**src/rtl/morse_pkg.sv**
```systemverilog
// morse_pkg: shared definitions for the Morse keying path.
//   - 2-bit symbol codes (also consumed by the Morse decoder)
//   - unit counts for marks and gaps
//   - ASCII code of the word-gap character
//   - transmitter FSM state encoding
//   - helpers to pick a symbol out of a packed {b0,b1,b2,b3} pattern
package morse_pkg;

  localparam logic [1:0] SYM_GAP  = 2'b00;
  localparam logic [1:0] SYM_DOT  = 2'b01;
  localparam logic [1:0] SYM_DASH = 2'b11;

  localparam logic [2:0] DOT_UNITS        = 3'd1;
  localparam logic [2:0] DASH_UNITS       = 3'd3;
  localparam logic [2:0] SYM_GAP_UNITS    = 3'd1;
  localparam logic [2:0] LETTER_GAP_UNITS = 3'd3;
  localparam logic [2:0] WORD_GAP_UNITS   = 3'd7;

  localparam logic [7:0] ASCII_SPACE = 8'd32;

  typedef enum logic [2:0] {
    ST_IDLE,
    ST_MARK,
    ST_SPACE,
    ST_LGAP,
    ST_WGAP
  } state_t;

  // Symbol idx of a packed pattern; idx 0 sits in bits [7:6].
  function automatic logic [1:0] sym_at(input logic [7:0] code, input logic [1:0] idx);
    logic [7:0] sh;
    sh = code << {idx, 1'b0};
    return sh[7:6];
  endfunction

  function automatic logic [2:0] mark_units(input logic [1:0] sym);
    return (sym == SYM_DASH) ? DASH_UNITS : DOT_UNITS;
  endfunction

endpackage

```
**src/rtl/morse_letter_rom.sv**
```systemverilog
// morse_letter_rom: combinational ASCII -> packed Morse pattern lookup.
//   i_ascii     : ASCII character
//   o_pattern   : packed {b0,b1,b2,b3}, b0 in [7:6]; 0 for space/unsupported
//   o_supported : 1 for 'A'..'Z' and space, 0 otherwise
module morse_letter_rom
  import morse_pkg::*;
(
  input  logic [7:0] i_ascii,
  output logic [7:0] o_pattern,
  output logic       o_supported
);

  always_comb begin
    o_pattern   = 8'h00;
    o_supported = 1'b1;
    case (i_ascii)
      ASCII_SPACE: o_pattern = 8'h00;
      8'd65: o_pattern = 8'h70; // A .-
      8'd66: o_pattern = 8'hD5; // B -...
      8'd67: o_pattern = 8'hDD; // C -.-.
      8'd68: o_pattern = 8'hD4; // D -..
      8'd69: o_pattern = 8'h40; // E .
      8'd70: o_pattern = 8'h5D; // F ..-.
      8'd71: o_pattern = 8'hF4; // G --.
      8'd72: o_pattern = 8'h55; // H ....
      8'd73: o_pattern = 8'h50; // I ..
      8'd74: o_pattern = 8'h7F; // J .---
      8'd75: o_pattern = 8'hDC; // K -.-
      8'd76: o_pattern = 8'h75; // L .-..
      8'd77: o_pattern = 8'hF0; // M --
      8'd78: o_pattern = 8'hD0; // N -.
      8'd79: o_pattern = 8'hFC; // O ---
      8'd80: o_pattern = 8'h7D; // P .--.
      8'd81: o_pattern = 8'hF7; // Q --.-
      8'd82: o_pattern = 8'h74; // R .-.
      8'd83: o_pattern = 8'h54; // S ...
      8'd84: o_pattern = 8'hC0; // T -
      8'd85: o_pattern = 8'h5C; // U ..-
      8'd86: o_pattern = 8'h57; // V ...-
      8'd87: o_pattern = 8'h7C; // W .--
      8'd88: o_pattern = 8'hD7; // X -..-
      8'd89: o_pattern = 8'hDF; // Y -.--
      8'd90: o_pattern = 8'hF5; // Z --..
      default: o_supported = 1'b0;
    endcase
  end

endmodule

```
**src/rtl/morse_key_tx.sv**
```systemverilog
// morse_key_tx: accepts one ASCII character per valid/ready handshake and
// keys it on a single line with standard Morse unit timing.
//   UNIT_CYCLES : clock cycles per Morse unit (>= 1)
//   clk, rst_n  : clock, asynchronous active-low reset
//   ASCIIInput  : character to send;  InValid : character valid
//   InReady     : character can be accepted this cycle
//   KeyOut      : registered key line (1 = mark)
//   Busy        : FSM not in IDLE
//   MorseCode   : pattern latched at accept (0 for space/unsupported)
//   Error       : one-cycle pulse after accepting an unsupported character
module morse_key_tx
  import morse_pkg::*;
#(
  parameter int UNIT_CYCLES = 4
) (
  input  logic       clk,
  input  logic       rst_n,
  input  logic [7:0] ASCIIInput,
  input  logic       InValid,
  output logic       InReady,
  output logic       KeyOut,
  output logic       Busy,
  output logic [7:0] MorseCode,
  output logic       Error
);

  localparam int CYC_W = (UNIT_CYCLES > 1) ? $clog2(UNIT_CYCLES) : 1;
  localparam logic [CYC_W-1:0] CYC_LAST = CYC_W'(UNIT_CYCLES - 1);

  state_t           r_state;
  state_t           w_state_next;
  logic [CYC_W-1:0] r_cyc;
  logic [2:0]       r_units;
  logic [1:0]       r_idx;
  logic             r_key;
  logic             r_err;
  logic [7:0]       r_code;

  logic [7:0]       w_rom_pat;
  logic             w_rom_ok;
  logic             w_tick;
  logic             w_unit_done;
  logic             w_gap_last;
  logic             w_ready;
  logic             w_accept;
  logic             w_enter;
  logic [2:0]       w_units_load;
  logic [1:0]       w_idx_next;
  logic [1:0]       w_nxt_sym;

  morse_letter_rom u_rom (
    .i_ascii     (ASCIIInput),
    .o_pattern   (w_rom_pat),
    .o_supported (w_rom_ok)
  );

  assign w_tick      = (r_cyc == CYC_LAST);
  assign w_unit_done = w_tick && (r_units == 3'd1);
  assign w_gap_last  = ((r_state == ST_LGAP) || (r_state == ST_WGAP)) && w_unit_done;

  // Ready is also raised in the final cycle of a trailing gap, so a held
  // InValid is accepted on the same edge the gap ends and the letter gap
  // stays the only spacing between back-to-back characters.
  assign w_ready  = (r_state == ST_IDLE) || w_gap_last;
  assign w_accept = InValid && w_ready;

  // r_idx is always < 3 when this is consumed, so the wrap is harmless.
  assign w_nxt_sym = sym_at(r_code, 2'(r_idx + 2'd1));

  always_comb begin
    w_state_next = r_state;
    w_enter      = 1'b0;
    w_units_load = 3'd0;
    w_idx_next   = r_idx;

    case (r_state)
      ST_MARK: begin
        if (w_unit_done) begin
          w_enter = 1'b1;
          if ((r_idx != 2'd3) && (w_nxt_sym != SYM_GAP)) begin
            w_state_next = ST_SPACE;
            w_units_load = SYM_GAP_UNITS;
          end else begin
            w_state_next = ST_LGAP;
            w_units_load = LETTER_GAP_UNITS;
          end
        end
      end
      ST_SPACE: begin
        if (w_unit_done) begin
          w_enter      = 1'b1;
          w_state_next = ST_MARK;
          w_idx_next   = 2'(r_idx + 2'd1);
          w_units_load = mark_units(w_nxt_sym);
        end
      end
      ST_LGAP, ST_WGAP: begin
        if (w_unit_done) begin
          w_enter      = 1'b1;
          w_state_next = ST_IDLE;
        end
      end
      default: ;
    endcase

    // A new character overrides the gap-end return to IDLE.
    if (w_accept) begin
      w_enter    = 1'b1;
      w_idx_next = 2'd0;
      if (!w_rom_ok) begin
        w_state_next = ST_IDLE;
        w_units_load = 3'd0;
      end else if (ASCIIInput == ASCII_SPACE) begin
        w_state_next = ST_WGAP;
        w_units_load = WORD_GAP_UNITS;
      end else begin
        w_state_next = ST_MARK;
        w_units_load = mark_units(w_rom_pat[7:6]);
      end
    end
  end

  always_ff @(posedge clk or negedge rst_n) begin
    if (!rst_n) begin
      r_state <= ST_IDLE;
      r_cyc   <= '0;
      r_units <= 3'd0;
      r_idx   <= 2'd0;
      r_key   <= 1'b0;
      r_err   <= 1'b0;
      r_code  <= 8'h00;
    end else begin
      r_state <= w_state_next;
      r_idx   <= w_idx_next;
      r_key   <= (w_state_next == ST_MARK);
      r_err   <= w_accept && !w_rom_ok;
      if (w_accept) begin
        r_code <= w_rom_pat;
      end
      if (w_enter) begin
        r_cyc   <= '0;
        r_units <= w_units_load;
      end else if (r_state != ST_IDLE) begin
        if (w_tick) begin
          r_cyc   <= '0;
          r_units <= r_units - 3'd1;
        end else begin
          r_cyc <= r_cyc + CYC_W'(1);
        end
      end
    end
  end

  assign InReady   = w_ready;
  assign KeyOut    = r_key;
  assign Busy      = (r_state != ST_IDLE);
  assign MorseCode = r_code;
  assign Error     = r_err;

endmodule

```
**config.mk**
```make
export PLATFORM = sky130hd
export DESIGN_NAME = morse_key_tx
export DESIGN_NICKNAME = d
export VERILOG_FILES = /design/src/rtl/morse_pkg.sv /design/src/rtl/morse_letter_rom.sv /design/src/rtl/morse_key_tx.sv
export SDC_FILE = /design/constraint.sdc
export NUM_CORES = 1
export LEC_CHECK = 0
export CAP_MARGIN = 40
export CORE_MARGIN = 3
export CORE_UTILIZATION = 27
export CTS_BUF_LIST = sky130_fd_sc_hd__clkbuf_4 sky130_fd_sc_hd__clkbuf_8
export CTS_CLUSTER_SIZE = 10
export DETAILED_ROUTE_END_ITERATION = 8
export GPL_TIMING_DRIVEN = 0
export SYNTH_ARGS = -nofsm -noshare
export SYNTH_HDL_FRONTEND = slang
export SYNTH_HIERARCHICAL = 1
export SYNTH_SLANG_ARGS = --single-unit
```
**constraint.sdc**
```tcl
create_clock -name clk -period 2.5 [get_ports clk]
set_input_delay 0.375 -clock clk [delete_from_list [all_inputs] [get_ports clk]]
set_output_delay 0.375 -clock clk [all_outputs]
set_load 0.02 [all_outputs]
```
==> metrics.md, run 1 <==
| Metric | Value |
|---|---|
| Status | finished, final reports clean |
| Number of sinks handled by clock tree synthesis | 20 |
| I/O pin total | 23 |
| Largest driver fanout on the critical path | 10 |
| Power density over the cells | 408 nW/um2 |
| Total global routing track utilization | 11.5% |
| Hold slack | 0.446 ns |
| Unrepaired setup endpoints after global routing | false |
| Final routed DRC violation total | 0 |
| Number of fill cells | 564 |
| Cell type of the slowest stage on the worst timing path | sky130_fd_sc_hd__clkdlybuf4s50_1 |
| Max-Cap Viols | 0 |
| Count of input and output buffers | 22 |
| CP top delay family | compound AO/OA/AOI/OAI gates |
| FMAX | around 420 MHz |
| Largest net degree at the start of global routing | 13 |
| Die Area | approximately 6900 um2 |
| Min-delay worst type | in -> async |
| Clock-pin slew of the registers on the worst-case setup and hold paths | 0.08 ns |
| Number of buffers between clock root and the deepest sink | 2 |
| Cell-by-cell trace of the critical path | clkdlybuf4s50_1, buf_2, a21oi_1, o22ai_2, nor2_1, a31o_1, nand2_1, a211o_2, o31ai_2, o31a_1 |
| Wire length per cell after detailed routing | 14.0 um |
| Syn_area_per_cell | 9.28 um2 |
| Number of antenna diodes | 0 |
| DRC marker count from the first detailed-route iteration | between 100 and 150 |
| Number of cells on the critical path | 10 |
| Total of hold buffers inserted after clock tree synthesis | 0 |
| Instance count of the mapped netlist | 174 |
| Inserted Clock Buffers | 3 |
| Startpoint kind of the worst setup timing path | input port |
| Max-slew violation count | 0 |
| Die outline height | between 80 and 90 um |
| Setup CP Type | in -> reg |
| RD Place Congestion | 0.850 |
| Endpoint of the lowest-slack register-to-register path | MorseCode[0]$_DFFE_PN0N_ |
| Number of storage elements in the synthesis netlist | 20 |
| Minimum period implied by the final worst setup slack | 2.36 ns |
| Post-synth ARST share | 100% |
| Count of different cell masters after synthesis | 61 |
| Final setup violating endpoints | 0 |
| Via total after detailed routing | 1424 |
| Growth of design area from synthesis to finish | 24.7% |
| Max-Slew Margin vs Limit | between 60% and 70% |
| Antenna violation net count after detailed routing | 0 |
| Buffers plus inverters on the worst setup path | 2 |
| Total half-perimeter wirelength after legalization and detailed placement | 2.91 mm |
| Max VDD drop | 0.173 mV |
| Overall power | around 0.00082 W |
| Register area share after synthesis | 31.0% |
| Number of levels in the clock H-tree | 1 |
| Count of TritonRoute iterations in the first routing pass | 4 |
| CP required | 2.71 ns |
| Post-synth top area share | 31.0% |
| Worst clock skew on the final layout | 0.00478 ns |
| Overall overflow remaining after global route | 0 |
| Number of global-route vias before repair | 1406 |
| Initial core utilization | 28.6% |
| Static leakage | 0.873 nW |
| Commonest cells in the netlist | sky130_fd_sc_hd__dfrtp_1, sky130_fd_sc_hd__nand2_1, sky130_fd_sc_hd__a21oi_1, sky130_fd_sc_hd__nor2_1, sky130_fd_sc_hd__nand2b_1 |
| Cell area after synthesis | 1610 um2 |
| Buffer cell driving the clock tree root | sky130_fd_sc_hd__clkbuf_8 |
| Most frequent cell after synthesis | sky130_fd_sc_hd__dfrtp_1 |
| Most used flip-flop cell after synthesis | sky130_fd_sc_hd__dfrtp_1 |
| Latest clock arrival within the worst-skew pair | 0.27 ns |
| R2R Path Start | r_cyc[0]$_DFFE_PN0P_ |
| Least-Margin Pin Slew | 0.518 ns |
| Finished layout cell area | 2010 um2 |
| CTS tree | done |
| Net count after synthesis | 189 |
| EDFF count, synth | 0 |
| First-pass GRT wire length | ~6.7 mm |
| Chip width | 83.3 um |
| Synth Warn # | 6 |
| Delay contributed by the slowest stage of the critical path | 0.55 ns |
| Crit end category | flop |
| Final net count | 217 |
| Final Hold Vio Count | 0 |
| Number of antenna violations at the first check in global routing | 0 |
| Core Box Area | between 5000 and 6000 um2 |
| Register-to-Register Path Depth | 7 |
| CP Data Arrival Time | between 2 and 3 ns |
| Routed WL | between 3 and 4 mm |
| Standard-cell rows | 27 |
| Cell accounting for the most synthesized area | sky130_fd_sc_hd__dfrtp_1 |
| Final Cycle Share | 94.4% |
| Fraction of final layout cells sized beyond drive strength 1 | 20.4% |
| Vias per Instance | roughly 5.2 |
| DP Area | between 1500 and 2000 um2 |
| Cells taking the most area after synthesis | sky130_fd_sc_hd__dfrtp_1, sky130_fd_sc_hd__a21oi_1, sky130_fd_sc_hd__nand2_1 |
| Flop-to-flop setup slack | 0.56 ns |
## flip-flops by register name (all words and copies together), names as in the netlist
signal,cells
r_idx,2
r_cyc,2
MorseCode,8
Error,1
r_state,3
r_units,3
KeyOut,1
## through the flow
| stage | setup WS [ns] | util, % | cells | TNS, ns |
|---|---|---|---|---|
| finish | 0.141 | 35.7 | 273 | 0 |
| global route | 0.00634 | 35.7 | 273 | 0 |
| detailed placement | -0.140 | 34.4 | 269 | -0.221 |
| global placement | -0.118 | 34.1 | 268 | -0.201 |
| floorplan | 0.563 | - | 174 | 0 |
| CTS | 0.0330 | 35.6 | 273 | 0 |
## cell families after synthesis
family | share of synthesized area (%)
and+or+nand+nor | 25.8
AOI/OAI and AO/OA | 20.9
DFF | 31.0
buffers and inverters | 6.20
muxes | 12.4
adders and majority gates | 3.10
xor gates and xnor gates | 0.543
## how the worst max path moves through the flow
stage,to,slack [ns],from
CTS,InReady,0.03,r_cyc[0]$_DFFE_PN0P_
detailed placement,r_units[2]$_DFFE_PN0P_,-0.14,ASCIIInput[2]
finish,r_units[2]$_DFFE_PN0P_,0.14,ASCIIInput[2]
global placement,r_units[2]$_DFFE_PN0P_,-0.12,ASCIIInput[2]
floorplan,r_units[2]$_DFFE_PN0P_,0.56,ASCIIInput[1]
global route,r_units[2]$_DFFE_PN0P_,0.006,ASCIIInput[4]
## report_power, final
part	switching, W	internal, W
combinational	0.0000789	0.0000689
clock	0.000119	0.000214
sequential	0.00000818	0.000334
## worst reg2reg max path: stages (launching register included)
cell and delay (ns):
sky130_fd_sc_hd__dfrtp_1 0.37, sky130_fd_sc_hd__ha_1 0.22, sky130_fd_sc_hd__and3b_1 0.19, sky130_fd_sc_hd__buf_6 0.14, sky130_fd_sc_hd__nand4_4 0.14, sky130_fd_sc_hd__a21boi_4 0.28, sky130_fd_sc_hd__buf_6 0.20, sky130_fd_sc_hd__mux2_4 0.30
## routing by layer
metal,vias to the layer above,wire length [um],part of all wire (%),global-route usage (%)
met2,40,1650,43,16.5
li1,694,-,-,-
met3,6,178,4.6,1.59
met1,684,1950,51,17.2
met5,-,0,0,0
met4,0,59,1.5,4.31
## area by class of cell
class | count | area, um2 | area share, %
Multi-Input combinational cell | 137 | 1010 | 50.3
Sequential cell | 20 | 500 | 24.9
Timing Repair Buffer | 23 | 238 | 11.8
Tap cell | 72 | 90.1 | 4.47
Buffer | 11 | 77.6 | 3.85
Clock buffer | 3 | 41.3 | 2.05
Clock inverter | 1 | 30.0 | 1.49
Inverter | 6 | 22.5 | 1.12
## cell usage in the layout, fill, tap and decap left out, types with 3 or more instances in the layout
cell and n:
sky130_fd_sc_hd__a211oi_1 3, sky130_fd_sc_hd__a21oi_1 16, sky130_fd_sc_hd__a31oi_1 4, sky130_fd_sc_hd__and3_1 3
sky130_fd_sc_hd__buf_2 3, sky130_fd_sc_hd__buf_6 3, sky130_fd_sc_hd__clkbuf_1 3, sky130_fd_sc_hd__clkbuf_8 4
sky130_fd_sc_hd__clkdlybuf4s50_1 21, sky130_fd_sc_hd__dfrtp_1 20, sky130_fd_sc_hd__ha_1 4, sky130_fd_sc_hd__inv_1 4
sky130_fd_sc_hd__mux2_2 5, sky130_fd_sc_hd__mux2_4 3, sky130_fd_sc_hd__mux2i_1 4, sky130_fd_sc_hd__nand2_1 17
sky130_fd_sc_hd__nand2b_1 7, sky130_fd_sc_hd__nand3_1 4, sky130_fd_sc_hd__nor2_1 9, sky130_fd_sc_hd__nor2b_1 3
sky130_fd_sc_hd__nor3_1 4, sky130_fd_sc_hd__o21ai_1 5
## repair_timing
action | CTS | global route
hold endpoints to repair | 0 | 0
setup buffers | 0 | 0
setup endpoints to repair | 0 | 1
gates resized for setup | 0 | 1
No activity file was read; power rests on OpenSTA's default activity.
==> run 2, diff against run 1 <==
CORE_MARGIN = unset   (was 3)
==> run 2 against run 1 <==
Compared with the run above:
- critical endpoint is now KeyOut$_DFF_PN0_
- clock skew is 0.0019 ns lower
- flip-flop and latch count did not move
- fmax rose by 3.4%
- final cell count unchanged
- sequential power about the same
- via count decreased by 0.21%
- register-to-register slack lost 0.03 ns
- first-iteration DRC count is 27% lower
- non-clock buffer count unchanged
- combinational power hardly changed
- hold slack lost 0.021 ns
- count of clock-buffer cells in the layout stayed put
==> metrics.md, run 2 (same netlist as run 1, synthesis figures left out) <==
| Metric | Value |
|---|---|
| Final routed DRC violation total | 0 |
| Delay contributed by the slowest stage of the critical path | 0.58 ns |
| Least-Margin Pin Slew | roughly 0.46 ns |
| Minimum period implied by the final worst setup slack | 2.28 ns |
| Start point of the critical path | ASCIIInput[4] |
| Core Box Area | 5640 um2 |
| Share of total power in combinational logic | 18.1% |
| Die Area | 6290 um2 |
| Buffer cell driving the clock tree root | sky130_fd_sc_hd__clkbuf_8 |
| Switching power total | 0.000202 W |
| FMAX | 438 MHz |
| Final Hold Vio Count | 0 |
| Largest net degree at the start of global routing | 13 |
| Final setup violating endpoints | 0 |
| Pint | 0.000617 W |
| Startpoint kind of the worst setup timing path | input port |
| Fraction of final layout cells sized beyond drive strength 1 | 21.4% |
| Register-to-Register Path Depth | 7 |
| Number of sinks handled by clock tree synthesis | 20 |
| Routed WL | 3.77 mm |
| Inserted Clock Buffers | 3 |
| RD Place Congestion | between 0.8 and 0.9 |
| Max-Cap Viols | 0 |
| Endpoint of the lowest-slack register-to-register path | MorseCode[0]$_DFFE_PN0N_ |
| Status | finished, final reports clean |
| Number of flip-flops in the largest register | 8 |
| Unrepaired setup endpoints after global routing | false |
| I/O pin total | 23 |
| Latest clock arrival within the worst-skew pair | about 0.26 ns |
| Number of cells on the critical path | 9 |
| Die outline height | slightly below 80 um |
| Max VDD drop | 0.192 mV |
| Crit end category | flop |
| Total half-perimeter wirelength after legalization and detailed placement | 2.84 mm |
| Number of levels in the clock H-tree | 1 |
| Wire length per cell after detailed routing | between 10 and 15 um |
| Min-delay worst type | in -> async |
| Cell type of the slowest stage on the worst timing path | sky130_fd_sc_hd__or4_4 |
| Flop-to-flop setup slack | approximately 0.53 ns |
| Most common library cell in the layout ignoring fill and taps | sky130_fd_sc_hd__clkdlybuf4s50_1 |
| Vias per Instance | 5.21 |
| Growth of design area from synthesis to finish | 25.3% |
| Number of buffers between clock root and the deepest sink | 2 |
| Final Cycle Share | 91.3% |
| Hold slack | 0.425 ns |
| CP Data Arrival Time | between 2 and 2.5 ns |
| Cell-by-cell trace of the critical path | clkdlybuf4s50_1, or4_4, o22ai_2, nor2_1, a31o_2, nand2_1, a211oi_1, o211ai_1, nand4_1 |
| Max-slew violation count | 0 |
| Buffers plus inverters on the worst setup path | 1 |
| Portion of total power attributed to the clock network | 40.2% |
| Max-Slew Margin vs Limit | between 60 and 70% |
| Chip width | 79.3 um |
| Overall power | 0.000819 W |
| Finished layout cell area | 2020 um2 |
| Overall overflow remaining after global route | 0 |
| Number of global-route vias before repair | 1281 |
| CP endpoint | KeyOut$_DFF_PN0_ |
| Largest driver fanout on the critical path | 9 |
| Setup CP Type | in -> reg |
| Number of cells after detailed placement | 269 |
| First-pass GRT wire length | a little over 6 mm |
| Total Negative Setup Slacks | 0 ns |
| Worst clock skew on the final layout | around 0.0029 ns |
| Number of antenna violations at the first check in global routing | 0 |
| Flop pwr share | between 40% and 50% |
| Standard-cell rows | 27 |
| Static leakage | 0.876 nW |
| Net switching share of the total power | 24.7% |
| Number of antenna diodes | 0 |
| Total of hold buffers inserted after clock tree synthesis | 0 |
| Number of cells in the finished layout apart from fillers | between 200 and 300 |
| R2R Path Start | r_cyc[0]$_DFFE_PN0P_ |
| Number of fill cells | between 500 and 600 |
| Via total after detailed routing | 1421 |
| Count of TritonRoute iterations in the first routing pass | 4 |
| CP top delay family | simple AND/OR/NAND/NOR gates |
| CTS tree | done |
| Antenna violation net count after detailed routing | 0 |
| Count of input and output buffers | 22 |
| DRC marker count from the first detailed-route iteration | 102 |
| Final net count | 217 |
| Total global routing track utilization | 12.5% |
| Commonest non-fill, non-tap cells in the layout | sky130_fd_sc_hd__clkdlybuf4s50_1, sky130_fd_sc_hd__dfrtp_1, sky130_fd_sc_hd__nand2_1 |
| Power density over the cells | between 400 and 500 nW/um2 |
| CP required | about 2.6 ns |
| Initial core utilization | 28.6% |
| Clock-pin slew of the registers on the worst-case setup and hold paths | 0.08 ns |
| DP Area | between 1500 and 2000 um2 |
-- run 2: cell counts in the layout (fill, tap and decap cells not counted) --
Identical to the previous run, type by type.
-- run 2: repair_timing --
action                     CTS  global route
setup buffers                0             0
gates resized for setup      0             5
setup endpoints to repair    0             3
-- run 2: layer usage --
metal	global-route usage, %	routed length (um)	share of wire (%)	vias to the layer above
li1	-	-	-	695
met1	18.3	1940	51	690
met2	18.2	1650	44	31
met3	2.30	131	3.5	5
met4	4.36	53	1.4	0
met5	0	0	0	-
-- run 2: how the worst min path moves through the flow --
stage	startpoint	to	slack [ns]	cells after the start
final	rst_n	r_state[2]$_DFF_PN0_	0.43	1
after global routing	rst_n	MorseCode[4]$_DFFE_PN0N_	0.45	1
after CTS	rst_n	MorseCode[4]$_DFFE_PN0N_	0.44	1
after detailed placement	r_cyc[1]$_DFFE_PN0P_	r_cyc[1]$_DFFE_PN0P_	0.53	2
after global placement	r_idx[1]$_DFFE_PN0P_	r_idx[1]$_DFFE_PN0P_	0.52	2
after floorplan	rst_n	Error$_DFF_PN0_	0.08	0
-- run 2: per-stage QoR --
stage	util (%)	setup WS, ns
6_report	35.8	0.218
5_1_grt	35.8	0.0416
4_1_cts	35.6	0.0174
3_5_place_dp	34.4	-0.0813
3_3_place_gp	34.1	-0.119
2_1_floorplan	-	0.563
-- run 2: area by class of cell --
type	count	area [um2]	area share, %
inverters	6	22.5	1.11
well taps	72	90.1	4.46
clock inverters	1	30.0	1.49
plain buffers	11	78.8	3.90
repair buffers	23	238	11.8
clock buffers	3	41.3	2.04
multi-input cells	137	1020	50.5
flip-flops and latches	20	500	24.8
-- run 2: power groups by stage --
stage               clock [W]  combinational, W  sequential, W
floorplan                   0         0.0000901       0.000349
global placement            0          0.000143       0.000349
detailed placement          0          0.000148       0.000349
CTS                  0.000336          0.000149       0.000342
global route         0.000353          0.000166       0.000344
finish               0.000329          0.000148       0.000342
==> run 3, diff against run 2 <==
SETUP_SLACK_MARGIN = 0.1   (was unset)
SLEW_MARGIN = 15   (was unset)
==> run 3 against run 2 <==
Compared with the run above:
- combinational power barely moved
- final area down 0.31%
- flip-flop and latch count unchanged
- count of clock-buffer cells in the layout did not move
- die area unchanged
- register-to-register slack about the same
- final cell count did not move
- global-route usage did not move
- critical path type unchanged
- largest power group unchanged
==> metrics.md, run 3 (same netlist as run 1, synthesis figures left out) <==
| Metric | Value |
|---|---|
| Max-Slew Margin vs Limit | 68.6% |
| Final routed DRC violation total | 0 |
| R2R Path Start | r_cyc[0]$_DFFE_PN0P_ |
| Final core utilization | a little over a third |
| Status | finished, final reports clean |
| Endpoint of the lowest-slack register-to-register path | MorseCode[0]$_DFFE_PN0N_ |
| Power density over the cells | approximately 400 nW/um2 |
| Post-place setup slack | -0.0813 ns |
| CP endpoint | KeyOut$_DFF_PN0_ |
| Overall overflow remaining after global route | 0 |
| Setup CP Type | in -> reg |
| Final Cycle Share | approximately nine tenths |
| Die Area | 6290 um2 |
| RD Place Congestion | about 0.85 |
| Register area | around 500 um2 |
| Wire length per cell after detailed routing | around 14 um |
| CP required | 2.62 ns |
| Finished layout cell area | about 2000 um2 |
| Standard-cell rows | 27 |
| Antenna violation net count after detailed routing | 0 |
| FMAX | between 400 and 500 MHz |
| Chip width | ~79 um |
| Number of flip-flops in the largest register | 8 |
| Via total after detailed routing | between 1000 and 1500 |
| Flop-to-flop setup slack | 0.54 ns |
| Total global routing track utilization | 12.5% |
| Register-to-Register Path Depth | 7 |
| Largest net degree at the start of global routing | 13 |
| Routed WL | between 3 and 4 mm |
| Final Hold Vio Count | 0 |
| Start point of the critical path | ASCIIInput[4] |
| Number of antenna diodes | 0 |
| Inserted Clock Buffers | 3 |
| Minimum period implied by the final worst setup slack | 2.28 ns |
| Clock-pin slew of the registers on the worst-case setup and hold paths | 0.08 ns |
| Growth of design area from synthesis to finish | 24.9% |
| Startpoint kind of the worst setup timing path | input port |
| Number of sinks handled by clock tree synthesis | 20 |
| Static leakage | 0.863 nW |
| Hold slack | roughly 0.43 ns |
| Count of input and output buffers | 22 |
| Min-delay worst type | in -> async |
| Least-Margin Pin Slew | 0.469 ns |
| Number of antenna violations at the first check in global routing | 0 |
| CTS tree | done |
| Count of TritonRoute iterations in the first routing pass | 4 |
| Number of levels in the clock H-tree | 1 |
| Final setup violating endpoints | 0 |
| Die outline height | 79.3 um |
| Total half-perimeter wirelength after legalization and detailed placement | 2.84 mm |
| First-pass GRT wire length | 6.18 mm |
| Max-Cap Viols | 0 |
| DRC marker count from the first detailed-route iteration | 134 |
| DP Area | 1940 um2 |
| I/O pin total | 23 |
| Final net count | 217 |
| Latest clock arrival within the worst-skew pair | 0.26 ns |
| Number of fill cells | 572 |
| Max VDD drop | between 0.15 and 0.2 mV |
| Max-slew violation count | 0 |
| Most common library cell in the layout ignoring fill and taps | sky130_fd_sc_hd__clkdlybuf4s50_1 |
| Commonest non-fill, non-tap cells in the layout | sky130_fd_sc_hd__clkdlybuf4s50_1, sky130_fd_sc_hd__dfrtp_1, sky130_fd_sc_hd__nand2_1 |
| Total of hold buffers inserted after clock tree synthesis | 0 |
| Number of global-route vias before repair | 1281 |
| Worst clock skew on the final layout | 0.00222 ns |
| Area of the multi-input gates | between 1000 and 1500 um2 |
| Initial core utilization | about 29% |
| Vias per Instance | 5.12 |
| Post-CTS Setup Repair Bufs | 0 |
| Crit end category | flop |
| Number of buffers between clock root and the deepest sink | 2 |
| Buffer cell driving the clock tree root | sky130_fd_sc_hd__clkbuf_8 |
| Largest driver fanout on the critical path | 9 |
| Core Box Area | roughly 5600 um2 |
| Post-layout worst setup margin | 0.220 ns |
| CP Data Arrival Time | about 2.4 ns |
| Unrepaired setup endpoints after global routing | false |
| Fraction of final layout cells sized beyond drive strength 1 | 21.9% |
run 3: power breakdown:
group          internal, W  switching (W)  leakage [nW]  total, W
combinational    0.0000698      0.0000796         0.571  0.000149
sequential        0.000334     0.00000828         0.256  0.000342
clock             0.000214       0.000113        0.0357  0.000327
run 3: per-layer routing:
metal  global-route usage, %  part of all wire (%)
met4                    4.36                  0.98
met3                    2.30                   2.8
met5                       0                     0
met2                    18.2                    44
met1                    18.3                    52
run 3: cell type report:
cell class / count / share of cell area [%]
buffer: 11 / 4.03
clock buffer: 3 / 2.05
clock inverter: 1 / 1.49
inverter: 6 / 1.12
multi-input combinational: 137 / 50.4
sequential: 20 / 24.8
tap: 72 / 4.47
timing repair buffer: 23 / 11.6
run 3: through the flow:
stage,total power (W),std cells,TNS [ns]
final,0.000819,273,0
after global routing,0.000864,273,0
after CTS,0.000827,273,0
after detailed placement,0.000497,269,-0.207
after global placement,0.000492,268,-0.212
after floorplan,0.000439,174,0
run 3: critical path, stage by stage:
cell and delay [ns]:
sky130_fd_sc_hd__clkdlybuf4s50_1 0.56, sky130_fd_sc_hd__or4_4 0.58, sky130_fd_sc_hd__o22ai_2 0.16, sky130_fd_sc_hd__nor2_2 0.06, sky130_fd_sc_hd__a31o_2 0.27, sky130_fd_sc_hd__nand2_1 0.11
sky130_fd_sc_hd__a211oi_1 0.06, sky130_fd_sc_hd__o211ai_1 0.09, sky130_fd_sc_hd__nand4_1 0.13
run 3: worst min path at each step:
stage | from | end | slack, ns
2_1_floorplan | rst_n | Error$_DFF_PN0_ | 0.08
3_3_place_gp | r_idx[1]$_DFFE_PN0P_ | r_idx[1]$_DFFE_PN0P_ | 0.52
3_5_place_dp | r_cyc[1]$_DFFE_PN0P_ | r_cyc[1]$_DFFE_PN0P_ | 0.53
4_1_cts | rst_n | MorseCode[4]$_DFFE_PN0N_ | 0.44
5_1_grt | rst_n | MorseCode[4]$_DFFE_PN0N_ | 0.45
6_report | rst_n | MorseCode[6]$_DFFE_PN0N_ | 0.43
run 3: timing repair:
action,in CTS,in global routing
resized for setup,1,5
gates cloned,0,0
setup endpoints to repair,1,3
